===== config.mk =====
export PLATFORM = sky130hd
export DESIGN_NAME = multi_lane_reg_fifo
export DESIGN_NICKNAME = d
export VERILOG_FILES = /design/src/rtl/multi_lane_reg_fifo_pkg.sv /design/src/rtl/multi_lane_reg_fifo_gather.sv /design/src/rtl/multi_lane_reg_fifo.sv
export SDC_FILE = /design/constraint.sdc
export NUM_CORES = 1
export LEC_CHECK = 0
export BUFFER_PORTS_ARGS = -buffer_cell sky130_fd_sc_hd__buf_2
export CAP_MARGIN = 25
export CORE_MARGIN = 2
export CORE_UTILIZATION = 33
export DETAILED_ROUTE_END_ITERATION = 8
export HOLD_SLACK_MARGIN = 0.15
export PLACE_DENSITY_LB_ADDON = 0.08
export SYNTH_ARGS = -nofsm -noshare
export SYNTH_HDL_FRONTEND = slang
export SYNTH_SLANG_ARGS = --single-unit

===== constraint.sdc =====
create_clock -name clk -period 4.65 [get_ports clk]
set_input_delay 0.93 -clock clk [delete_from_list [all_inputs] [get_ports clk]]
set_output_delay 0.93 -clock clk [all_outputs]
set_load 0.005 [all_outputs]

===== src/rtl/multi_lane_reg_fifo_pkg.sv =====
// Shared helpers for the multi-lane register FIFO.
// Pointer arithmetic assumes a power-of-two depth.
package multi_lane_fifo_pkg;

    function automatic int unsigned umin(
        input int unsigned a,
        input int unsigned b
    );
        return (a < b) ? a : b;
    endfunction

    function automatic int unsigned wrap_add(
        input int unsigned ptr,
        input int unsigned n,
        input int unsigned depth
    );
        return (ptr + n) & (depth - 1);
    endfunction

endpackage


===== src/rtl/multi_lane_reg_fifo_gather.sv =====
// Read-side lane mux: lane i shows storage[raddr+i].
// Lanes at or beyond out_num are forced to zero.
module lane_gather
    import multi_lane_fifo_pkg::*;
#(
    parameter int DATA_WIDTH = 8,
    parameter int FIFO_DEPTH = 8,
    parameter int OUT_LANES  = 2,
    parameter int LB_DEPTH   = $clog2(FIFO_DEPTH),
    parameter int OUT_NW     = $clog2(OUT_LANES + 1)
) (
    input  logic [DATA_WIDTH-1:0]           storage [FIFO_DEPTH],
    input  logic [LB_DEPTH-1:0]             raddr,
    input  logic [OUT_NW-1:0]               out_num,
    output logic [OUT_LANES*DATA_WIDTH-1:0] out_data
);

    logic [LB_DEPTH-1:0] idx;

    // Gather head words with wrap, masking unused lanes.
    always_comb begin
        out_data = '0;
        idx      = '0;
        for (int unsigned i = 0; i < OUT_LANES; i++) begin
            if (i < 32'(out_num)) begin
                idx = LB_DEPTH'(wrap_add(32'(raddr), i, FIFO_DEPTH));
                out_data[i*DATA_WIDTH +: DATA_WIDTH] = storage[idx];
            end
        end
    end

endmodule


===== src/rtl/multi_lane_reg_fifo.sv =====
// Register FIFO with variable words per push and per pop.
// First-word fall-through; registered almost flags; sticky err.
module multi_lane_reg_fifo
    import multi_lane_fifo_pkg::*;
#(
    parameter int DATA_WIDTH = 8,
    parameter int FIFO_DEPTH = 8,
    parameter int IN_LANES   = 2,
    parameter int OUT_LANES  = 2,
    parameter int AF_LEVEL   = FIFO_DEPTH - 2,
    parameter int AE_LEVEL   = 2,
    localparam int LB_DEPTH  = $clog2(FIFO_DEPTH),
    localparam int IN_NW     = $clog2(IN_LANES + 1),
    localparam int OUT_NW    = $clog2(OUT_LANES + 1)
) (
    input  logic                            clk,
    input  logic                            rst,
    input  logic [IN_LANES*DATA_WIDTH-1:0]  in_data,
    input  logic [IN_NW-1:0]                in_num,
    input  logic                            in_valid,
    output logic                            in_ready,
    output logic [OUT_LANES*DATA_WIDTH-1:0] out_data,
    output logic [OUT_NW-1:0]               out_num,
    output logic                            out_valid,
    input  logic [OUT_NW-1:0]               out_req,
    input  logic                            out_ready,
    input  logic                            clear,
    output logic [LB_DEPTH:0]               count,
    output logic                            almost_full,
    output logic                            almost_empty,
    output logic                            err
);

    localparam int CW = LB_DEPTH + 1;

    logic [DATA_WIDTH-1:0] mem [FIFO_DEPTH];
    logic [DATA_WIDTH-1:0] slot_wd [FIFO_DEPTH];
    logic [FIFO_DEPTH-1:0] slot_we;
    logic [LB_DEPTH-1:0]   waddr, raddr, slot;
    logic [CW-1:0]         cnt, cnt_nx;
    logic [IN_NW-1:0]      npush;
    logic [OUT_NW-1:0]     npop;
    logic                  in_legal, out_legal;
    logic                  in_exec, out_exec, proto_err;
    logic                  err_q, af_q, ae_q;

    // Handshake qualification and occupancy arithmetic.
    always_comb begin
        in_legal  = (in_num != '0) && (32'(in_num) <= IN_LANES);
        out_legal = (out_req != '0) && (32'(out_req) <= OUT_LANES);
        out_valid = (cnt != '0);
        out_num   = OUT_NW'(umin(32'(cnt), OUT_LANES));
        in_ready  = !rst && in_legal
                  && (32'(in_num) <= FIFO_DEPTH - 32'(cnt));
        in_exec   = in_valid && in_ready;
        out_exec  = out_valid && out_ready && out_legal;
        proto_err = (in_valid && !in_legal)
                  || (out_valid && out_ready && !out_legal);
        npush     = in_exec ? in_num : '0;
        npop      = out_exec
                  ? OUT_NW'(umin(32'(out_req), 32'(out_num))) : '0;
        cnt_nx    = clear ? '0 : cnt + CW'(npush) - CW'(npop);
    end

    // Per-slot write-enable decode for the pushed lanes.
    always_comb begin
        slot_we = '0;
        slot    = '0;
        for (int s = 0; s < FIFO_DEPTH; s++) slot_wd[s] = '0;
        for (int unsigned i = 0; i < IN_LANES; i++) begin
            if (in_exec && !clear && i < 32'(in_num)) begin
                slot = LB_DEPTH'(wrap_add(32'(waddr), i, FIFO_DEPTH));
                slot_we[slot] = 1'b1;
                slot_wd[slot] = in_data[i*DATA_WIDTH +: DATA_WIDTH];
            end
        end
    end

    // Storage is never cleared; only written slots change.
    always_ff @(posedge clk) begin
        for (int s = 0; s < FIFO_DEPTH; s++) begin
            if (slot_we[s]) mem[s] <= slot_wd[s];
        end
    end

    // Pointers, occupancy, flags and sticky error.
    always_ff @(posedge clk or posedge rst) begin
        if (rst) begin
            waddr <= '0;
            raddr <= '0;
            cnt   <= '0;
            err_q <= 1'b0;
            af_q  <= 1'b0;
            ae_q  <= 1'b1;
        end else begin
            af_q <= (32'(cnt_nx) >= AF_LEVEL);
            ae_q <= (32'(cnt_nx) <= AE_LEVEL);
            cnt  <= cnt_nx;
            if (clear) begin
                waddr <= '0;
                raddr <= '0;
                err_q <= 1'b0;
            end else begin
                waddr <= LB_DEPTH'(wrap_add(32'(waddr), 32'(npush),
                                            FIFO_DEPTH));
                raddr <= LB_DEPTH'(wrap_add(32'(raddr), 32'(npop),
                                            FIFO_DEPTH));
                if (proto_err) err_q <= 1'b1;
            end
        end
    end

    lane_gather #(
        .DATA_WIDTH (DATA_WIDTH),
        .FIFO_DEPTH (FIFO_DEPTH),
        .OUT_LANES  (OUT_LANES),
        .LB_DEPTH   (LB_DEPTH),
        .OUT_NW     (OUT_NW)
    ) u_gather (
        .storage  (mem),
        .raddr    (raddr),
        .out_num  (out_num),
        .out_data (out_data)
    );

    assign count        = cnt;
    assign almost_full  = af_q;
    assign almost_empty = ae_q;
    assign err          = err_q;

endmodule


# Word level (Yosys, flattened, before mapping)
# Index checks and enable logic that the tools add are counted.
[totals] reg_bits=77 input_bits=25 output_inout_bits=27
[op_classes] n_addsub=7 n_lt_le_gt_ge=21 n_mux=30 bitwise=6 reduce_logical=25
[op_table] cell="$mux 64" count=2
[op_table] cell="$mux 8" count=10
[op_table] cell="$and 64x64->64" count=1
[op_table] cell="$bwmux 64" count=1
[op_table] cell="$bmux 8 s3" count=2
[op_table] cell="$demux 8 s3" count=2
[op_table] cell="$le 2x32->1" count=1
[op_table] cell="$ge 4x4->1 const B" count=4
[op_table] cell="$logic_and 1x1->1" count=16
[op_table] cell="$not 3->4" count=4
[op_table] cell="$lt 1x2->1 const A" count=4
[op_table] cell="$lt 3x4->1 const B" count=2
[op_table] cell="$lt 4x1->1 const B" count=2
[op_table] cell="$mux 2" count=4
[op_table] cell="$or 8x8->8" count=1
[op_table] cell="$add 3x1->3 const B" count=2
[op_table] cell="$add 3x2->3" count=2
[op_table] cell="$demux 1 s3" count=2
[op_table] cell="$ge 3x1->1 const B" count=2
[op_table] cell="$mux 3" count=2
[op_table] cell="$reduce_bool 2->1" count=3
[op_table] cell="$sub 4x4->5 const A" count=1
[op_table] cell="$add 4x2->4" count=1
[op_table] cell="$ge 4x3->1 const B" count=1
[op_table] cell="10 further kinds" count=17

# Logic depth before layout (Yosys ltp)
# Gate-level depths: netlist (run 1).
[depth] ltp_word=10 depth_mapped=16 mapped_depth_nobuf=16

# By module
# A second synthesis (run 1) with hierarchy kept.
[unflattened] hier_cells=553 area_unflattened_um2=5620.4
[by_module_without_submodules] mod="multi_lane_reg_fifo" instances=1 cells_each=399 area_per_inst_um2=4379.2 seq_area_each_um2=2248.4
[by_module_without_submodules] mod="lane_gather" instances=1 cells_each=154 area_per_inst_um2=1241.2 seq_area_each_um2=0.0

# Worst setup path after synthesis (run 1)
# Ideal clock, no wire load.
[synth_timing] path_type="input to register" start="in in_num[1]" end="reg af_q (netlist: almost_full)" setup_ns=0.137 arrival_ns=3.492 slack_ns=1.022 cell_stages=12 n_path_buf=0 cell_sequence="ha_1 > nor2b_1 > o21ai_4 > or3_1 > nand3_1 > fa_1 > inv_1 > ha_1 > a21o_1 > a21oi_1 > xnor2_1 > o21ai_0"
[synth_between] elab_chain_cells=10 elab_cells_between_ends=12 cone_classes="2 x add/sub; 3 x order compare; 2 x mux; 5 x reduce/logical"
[synth_rtl] element="start: declaration" line="multi_lane_reg_fifo.sv:19" text="input logic [IN_NW-1:0] in_num,"
[synth_rtl] element="parallel branches: the longest is 5 deep, another holds $le 2x32->1"
[synth_rtl] element="$mux 2 *" line="multi_lane_reg_fifo.sv:59" text="npush = in_exec ? in_num : '0;"
[synth_rtl] element="$add 4x2->4 *" line="multi_lane_reg_fifo.sv:62" text="cnt_nx = clear ? '0 : cnt + CW'(npush) - CW'(npop);"
[synth_rtl] element="$sub 4x2->4 *" line="multi_lane_reg_fifo.sv:62"
[synth_rtl] element="$mux 4 *" line="multi_lane_reg_fifo.sv:62"
[synth_rtl] element="$ge 4x3->1 *" line="multi_lane_reg_fifo.sv:96" text="af_q <= (32'(cnt_nx) >= AF_LEVEL);"
[synth_rtl] element="end signal: assignment" line="multi_lane_reg_fifo.sv:96"
[synth_rtl] element="end: declaration" line="multi_lane_reg_fifo.sv:45" text="logic err_q, af_q, ae_q;"
# Mark *: on every way between the ends.
# A chain may end at the register's enable or synchronous reset.

# Final worst setup path (run 1)
[layout_timing] start="reg cnt[0] (netlist: count[0])" end="reg af_q (netlist: almost_full)"
[layout_between] elab_chain_cells=9 elab_cells_between_ends=17 cone_classes="3 x add/sub; 4 x order compare; 5 x mux; 5 x reduce/logical"
[layout_rtl] element="start: declaration" line="multi_lane_reg_fifo.sv:40" text="logic [CW-1:0] cnt, cnt_nx;"
[layout_rtl] element="start signal: assignment" line="multi_lane_reg_fifo.sv:98" text="cnt <= cnt_nx;"
[layout_rtl] element="$sub 4x4->5" line="multi_lane_reg_fifo.sv:54" text="&& (32'(in_num) <= FIFO_DEPTH - 32'(cnt));"
[layout_rtl] element="$le 2x32->1" line="multi_lane_reg_fifo.sv:54"
[layout_rtl] element="$logic_and 1x1->1" line="multi_lane_reg_fifo.sv:54"
[layout_rtl] element="$logic_and 1x1->1" line="multi_lane_reg_fifo.sv:55" text="in_exec = in_valid && in_ready;"
[layout_rtl] element="$mux 2" line="multi_lane_reg_fifo.sv:59"
[layout_rtl] element="$add 4x2->4" line="multi_lane_reg_fifo.sv:62"
[layout_rtl] element="$sub 4x2->4 *" line="multi_lane_reg_fifo.sv:62"
[layout_rtl] element="$mux 4 *" line="multi_lane_reg_fifo.sv:62"
[layout_rtl] element="$ge 4x3->1 *" line="multi_lane_reg_fifo.sv:96"
# Every way passes the cells marked *; elsewhere a longest branch is shown, timed or not.

==> metrics.yaml, run 1 <==
io_buffers: 51
async_reset_ff_share_pct: 16.9
cts_root_buf: "clkbuf_16"
ir_drop_mv: 0.206
clock_path_buffers: 2
grt_pass1_wl_um: 25200
setup-violations-final: 0
ys.flop_type: "edfxtp_1"
cts.sinks: 77
power_density_nw_per_um2: 410
drive_gt1_share_pct: 25.4
grtUsageMet3_pct: 4.35
cts_tree: "built"
gr-total-overflow: 0
max_freq_ghz: 0.279
syn_nets: 512
grt-busiest-layer: "met2"
total_power_mw: 2.51
cts_setup_buffers: 0
ys_warn_count: 0
r2r-end: "almost_full"
clkLatencyLatePin_ps: 350
synth-seq-cells: 77
drtIter0Drc: 292
cpPeakStageDelay_ps: 540
fillers: 1598
tightest_slew_ps: 877
synth-seq-area-share_pct: 42.7
synth.distinct_cells: 43
regToRegSetupSlack_ps: 1060
post-route-drc-count: 0
met2_usage_pct: 35.3
cap_violations: 0
rows: 46
routabilityCongestion: 0.860
slew_violations: 0
start_kind: "flip-flop"
diodes: 0
clk_pin_slew_ps: 60
crit_arrival_ps: 3800
use_met1_pct: 26.4
worstRegToRegCells: 15
grt_usage_pct: 20.8
synthesis.instances: 467
antenna_found_initial: 0
fin_nets: 568
whs_endpoint: "err"
firstDrtPassIters: 5
multi_input_area_um2: 2810
slew_headroom_pct: 41.3
grt_max_degree: 37
io_pins: 52
crit_start: "count[0]"
min-delay-start: "err"
hold_path_class: "reg2reg"
synth_top_area_share_pct: 36.5
design.die.area_um2: 17000
wire_per_inst_um: 22.7
die_w_um: 130
vias: 4155
rsz0062_at_grt: "false"
cts_buffers: 9
cp_slowest_cell: "dfrtp_1"
synth_area_leaders: "edfxtp_1 (37%), mux4_2 (14%), dfrtp_1 (5.7%)"
design.core.area_um2: 15700
cts_max_level: 3
start_util_pct: 33.5
setup_tns_ps: 0
hold_viol: 0
drt_wl_total_um: 16900
outcome: "finished clean"
critPathKind: "reg2reg"
post-dp-hpwl_um: 12000
synth_area_um2: 5260
syn_area_per_cell_um2: 11.3
die_h_um: 130
p_leak_nw: 2.04
synth_area_leader_cell: "edfxtp_1"
post-route-period-util_pct: 77.1
drtAntennaViolNets: 0
min_path_cells: 2
viasPerCell: 5.58
regArea_um2: 2250
endpoint_kind: "flip-flop"
crit_required_ps: 4870
area_growth_syn_to_layout_pct: 16.3
period_needed_ps: 3590
cts_resized: 0
crit_chain: "inv_1, ha_1, inv_1, ha_1, nor2b_1, o21ai_4, or3_1, nand3_1, fa_1, inv_1, ha_1, a21o_1, a21oi_1, xnor2_1, o21ai_0"
timing.rr.start: "count[0]"
synth_edf_count: 64
final.setup_skew_ps: 9.62
first_global_vias: 4223
crit_fanout: 7
postCtsHoldBufs: 0
-- area by class of cell --
type	instances	area share, %
multi-input combinational	346	45.9
sequential	77	36.7
timing repair buffer	73	6.93
tap	216	4.42
clock buffer	9	3.68
clock inverter	7	1.31
inverter	16	0.982
-- worst max path at each step --
stage / to / cells after the start / slack [ps]
floorplan: almost_full / 12 / 1020
global placement: almost_full / 13 / 1010
detailed placement: almost_full / 13 / 910
CTS: almost_full / 13 / 1030
global route: almost_empty / 13 / 790
finish: almost_full / 15 / 1060
-- placed cells by master (no fill, tap or decap), types with 16 or more instances in the layout --
master / count
nand3_1: 49
buf_4: 21
mux4_2: 32
nand2_1: 57
o22ai_1: 36
edfxtp_1: 64
ha_1: 16
a21oi_1: 47
nor2_1: 19
buf_2: 51
-- state kept, by name, indices dropped and copies added, names as in the netlist --
name	cells
almost_full	1
almost_empty	1
raddr	3
err	1
waddr	3
count	4
mem	64
-- critical path, delay by kind of cell (launching register included) --
family / cells / cell delay [ps]
buffers and inverters: 3 / 240
AOI/OAI and AO/OA: 4 / 490
and+or+nand+nor: 3 / 770
adders and majority gates: 4 / 1210
DFF: 1 / 540
xor gates and xnor gates: 1 / 180
-- layer usage --
metal	vias up	routed length (um)
met3	29	871
li1	1898	-
met1	2081	7090
met4	0	434
met2	147	8510
met5	-	0
-- Yosys cell counts, types with 3 or more instances --
cell and instances:
mux4_2 32, nand3_1 49, mux2i_1 8, o22ai_1 36, and2_1 3, o311ai_4 6, dfrtp_1 12, nor2_1 19
nor2b_1 10, fa_1 4, nand2b_1 12, ha_1 16, xnor2_1 7, nand2_1 57, xor2_1 3, clkbuf_1 6
or3_1 7, buf_1 4, a21oi_1 47, buf_6 3, edfxtp_1 64, and3_1 8, buf_2 14, inv_1 15
-- where the power goes --
group          internal (mW)  leakage (nW)  switching, mW
clock network          0.461         0.149          0.274
registers              0.775         0.704         0.0269
logic                  0.350          1.19          0.624
-- cell families (layout without fill, tap and decap cells) --
logic type	after synthesis	after routing	share of synthesized area [%]
AND/OR/NAND/NOR	177	177	16.9
XOR/XNOR	11	11	2.19
multiplexers	40	40	15.2
adder cells (fa/ha/maj)	20	20	5.33
buffers and inverters	44	105	3.97
AO/OA/AOI/OAI	98	98	13.7
flip-flops	77	77	42.7
-- stage by stage --
stage | utilization [%] | std cells | cell area [um2] | setup WS (ps) | hold slack [ps]
floorplan | - | 467 | 5260 | 1020 | 496
global placement | 36.9 | 727 | 5800 | 1010 | 496
detailed placement | 37.0 | 728 | 5810 | 907 | 502
CTS | 38.9 | 744 | 6120 | 1030 | 520
global route | 38.9 | 744 | 6120 | 792 | 586
finish | 38.9 | 744 | 6120 | 1060 | 519
Note: power is estimated with default switching activity, not from simulation.
==> inputs of run 2 (changes only) <==
--- a/config.mk
+++ b/config.mk
@@ -5,6 +5,7 @@
 export SDC_FILE = /design/constraint.sdc
 export NUM_CORES = 1
 export LEC_CHECK = 0
+export ABC_AREA = 1
 export BUFFER_PORTS_ARGS = -buffer_cell sky130_fd_sc_hd__buf_2
 export CAP_MARGIN = 25
 export CORE_MARGIN = 2
==> constraint.sdc (replaced) <==
create_clock -name clk -period 3.56 [get_ports clk]
set_input_delay 0.712 -clock clk [delete_from_list [all_inputs] [get_ports clk]]
set_output_delay 0.712 -clock clk [all_outputs]
set_load 0.005 [all_outputs]
==> run 2 against run 1 <==
Non-clock buffer count unchanged. Flip-flop and latch count unchanged. Power increased by 14%. Maximum frequency increased by 14%. Sequential share of layout area decreased by 0.90 points. Worst setup slack got worse by 660 ps. Die area increased by 6.2%. Clock power increased by 16%. Clock-buffer cell count unchanged. Critical endpoint is now almost_empty. Largest cell class unchanged.
==> metrics.yaml, run 2 <==
viasPerCell: 5.47
grt_usage_pct: 21.5
ir_drop_mv: 0.233
largest_reg_flops: 64
layout_commonest_cell: "nand2_1"
crit_required_ps: 3840
syn_nets: 736
grt_pass1_wl_um: 29000
synth_area_leader_cell: "edfxtp_1"
cts_max_level: 3
grt_max_degree: 56
setup_tns_ps: 0
start_util_pct: 33.8
post-dp-hpwl_um: 13800
total_power_mw: 2.85
design.core.area_um2: 16600
top_register: "mem"
post-route-drc-count: 0
placed_cells: 928
synth_edf_count: 64
drt_wl_total_um: 18900
synth.most_common_cell: "nand2_1"
critPathKind: "reg2reg"
synth-seq-area-share_pct: 40.2
holdWs_ps: 424
max_freq_ghz: 0.317
design.die.area_um2: 18000
final.setup_skew_ps: 5.71
cap_violations: 0
hold_path_class: "in2async"
syn_area_per_cell_um2: 8.10
synth-seq-cells: 77
post-route-period-util_pct: 88.6
setup-violations-final: 0
area_growth_syn_to_layout_pct: 12.0
diodes: 0
synth_common_cells: "nand2_1 (110), nand3_1 (99), o21ai_0 (77)"
io_pins: 52
crit_fanout: 5
tightest_slew_ps: 651
slew_headroom_pct: 56.4
start_kind: "flip-flop"
p_leak_nw: 2.68
antenna_found_initial: 0
clock_path_buffers: 2
endpoint_kind: "flip-flop"
postCtsHoldBufs: 0
crit_arrival_ps: 3430
async_reset_ff_share_pct: 16.9
synth_area_um2: 5600
cts_buffers: 9
clk_pin_slew_ps: 60
io_buffers: 51
cts_root_buf: "clkbuf_16"
synthesis.instances: 691
cts_setup_buffers: 0
ys.flop_type: "edfxtp_1"
gr-total-overflow: 0
first_global_vias: 4707
vias: 5160
drtIter0Drc: 544
firstDrtPassIters: 5
fin_nets: 764
fin_cells: 944
cts.sinks: 77
synth_top_area_share_pct: 34.3
synth_area_leaders: "edfxtp_1 (34%), nand3_1 (8.9%), nand2_1 (7.4%)"
die_w_um: 134
synth.distinct_cells: 38
die_h_um: 134
slew_violations: 0
drive_gt1_share_pct: 21.4
final_cell_mix: "nand2_1 (110), nand3_1 (99), o21ai_0 (77), edfxtp_1 (64), inv_1 (56)"
outcome: "finished clean"
rows: 47
drtAntennaViolNets: 0
cts_tree: "built"
clkLatencyLatePin_ps: 340
rsz0062_at_grt: "false"
wire_per_inst_um: 20.0
routabilityCongestion: 0.879
hold_viol: 0
period_needed_ps: 3160
power_density_nw_per_um2: 455
ys_warn_count: 0
-- run 2: layer usage --
| layer | GRT usage [%] | part of all wire (%) |
|---|---|---|
| met1 | 33.4 | 50 |
| met4 | 5.20 | 1.1 |
| met2 | 31.0 | 42 |
| met5 | 0 | 0 |
| met3 | 3.44 | 6.4 |
-- run 2: repair_timing --
item / CTS / global route
hold endpoints to repair: 0 / 0
setup endpoints to repair: 0 / 1
gates resized for setup: 0 / 1
-- run 2: path summary, 6_finish.rpt --
kind / startpoint / endpoint / slack (ps) / cells after the start
max: count[1] / almost_empty / 400 / 19
min: rst / err / 420 / 2
max reg2reg: count[1] / almost_empty / 400 / 19
min reg2reg: err / err / 550 / 2
max in group asynchronous: rst / almost_empty / 2760 / 2
min in group clk: err / err / 550 / 2
-- run 2: power by group --
group	internal (mW)	switching, mW	leakage (nW)
Combinational	0.336	0.632	1.72
Sequential	1.01	0.0269	0.828
Clock	0.467	0.383	0.129
Total	1.81	1.04	2.68
-- run 2: per-stage QoR --
stage	utilization, %	instance area, um2	setup slack (ps)
5_1_grt	37.8	6270	131
6_report	37.8	6270	405
3_5_place_dp	36.2	6000	163
3_3_place_gp	36.2	6000	252
4_1_cts	37.8	6270	314
2_1_floorplan	-	5600	411
-- run 2: kinds of logic after synthesis --
group | after synthesis | share of synthesized area (%)
compound gates | 178 | 19.0
xor+xnor | 5 | 1.12
fa+ha+maj | 20 | 5.01
buf+inv | 117 | 9.34
flops | 77 | 40.2
simple gates | 294 | 25.4
-- run 2: final cells by class --
| cell class | instances | area, um2 |
|---|---|---|
| tap | 220 | 275 |
| clock buffer | 9 | 225 |
| clock inverter | 7 | 42.5 |
| inverter | 61 | 229 |
| multi-input combinational | 497 | 2830 |
| timing repair buffer | 73 | 420 |
| fill | 1739 | 10300 |
| sequential | 77 | 2250 |
-- run 2: worst max-delay path: stages, from the launching register on --
cell and delay, ps:
dfrtp_1 370, inv_2 80, ha_1 270, inv_1 40, ha_1 280, a21oi_1 140
nor2_1 70, nand3_2 100, nand3_4 120, nor2_1 200, inv_1 70, ha_1 270
inv_1 40, ha_1 190, fa_1 510, inv_1 40, nor2_1 110, a21oi_1 80
nand2_1 60, inv_1 40
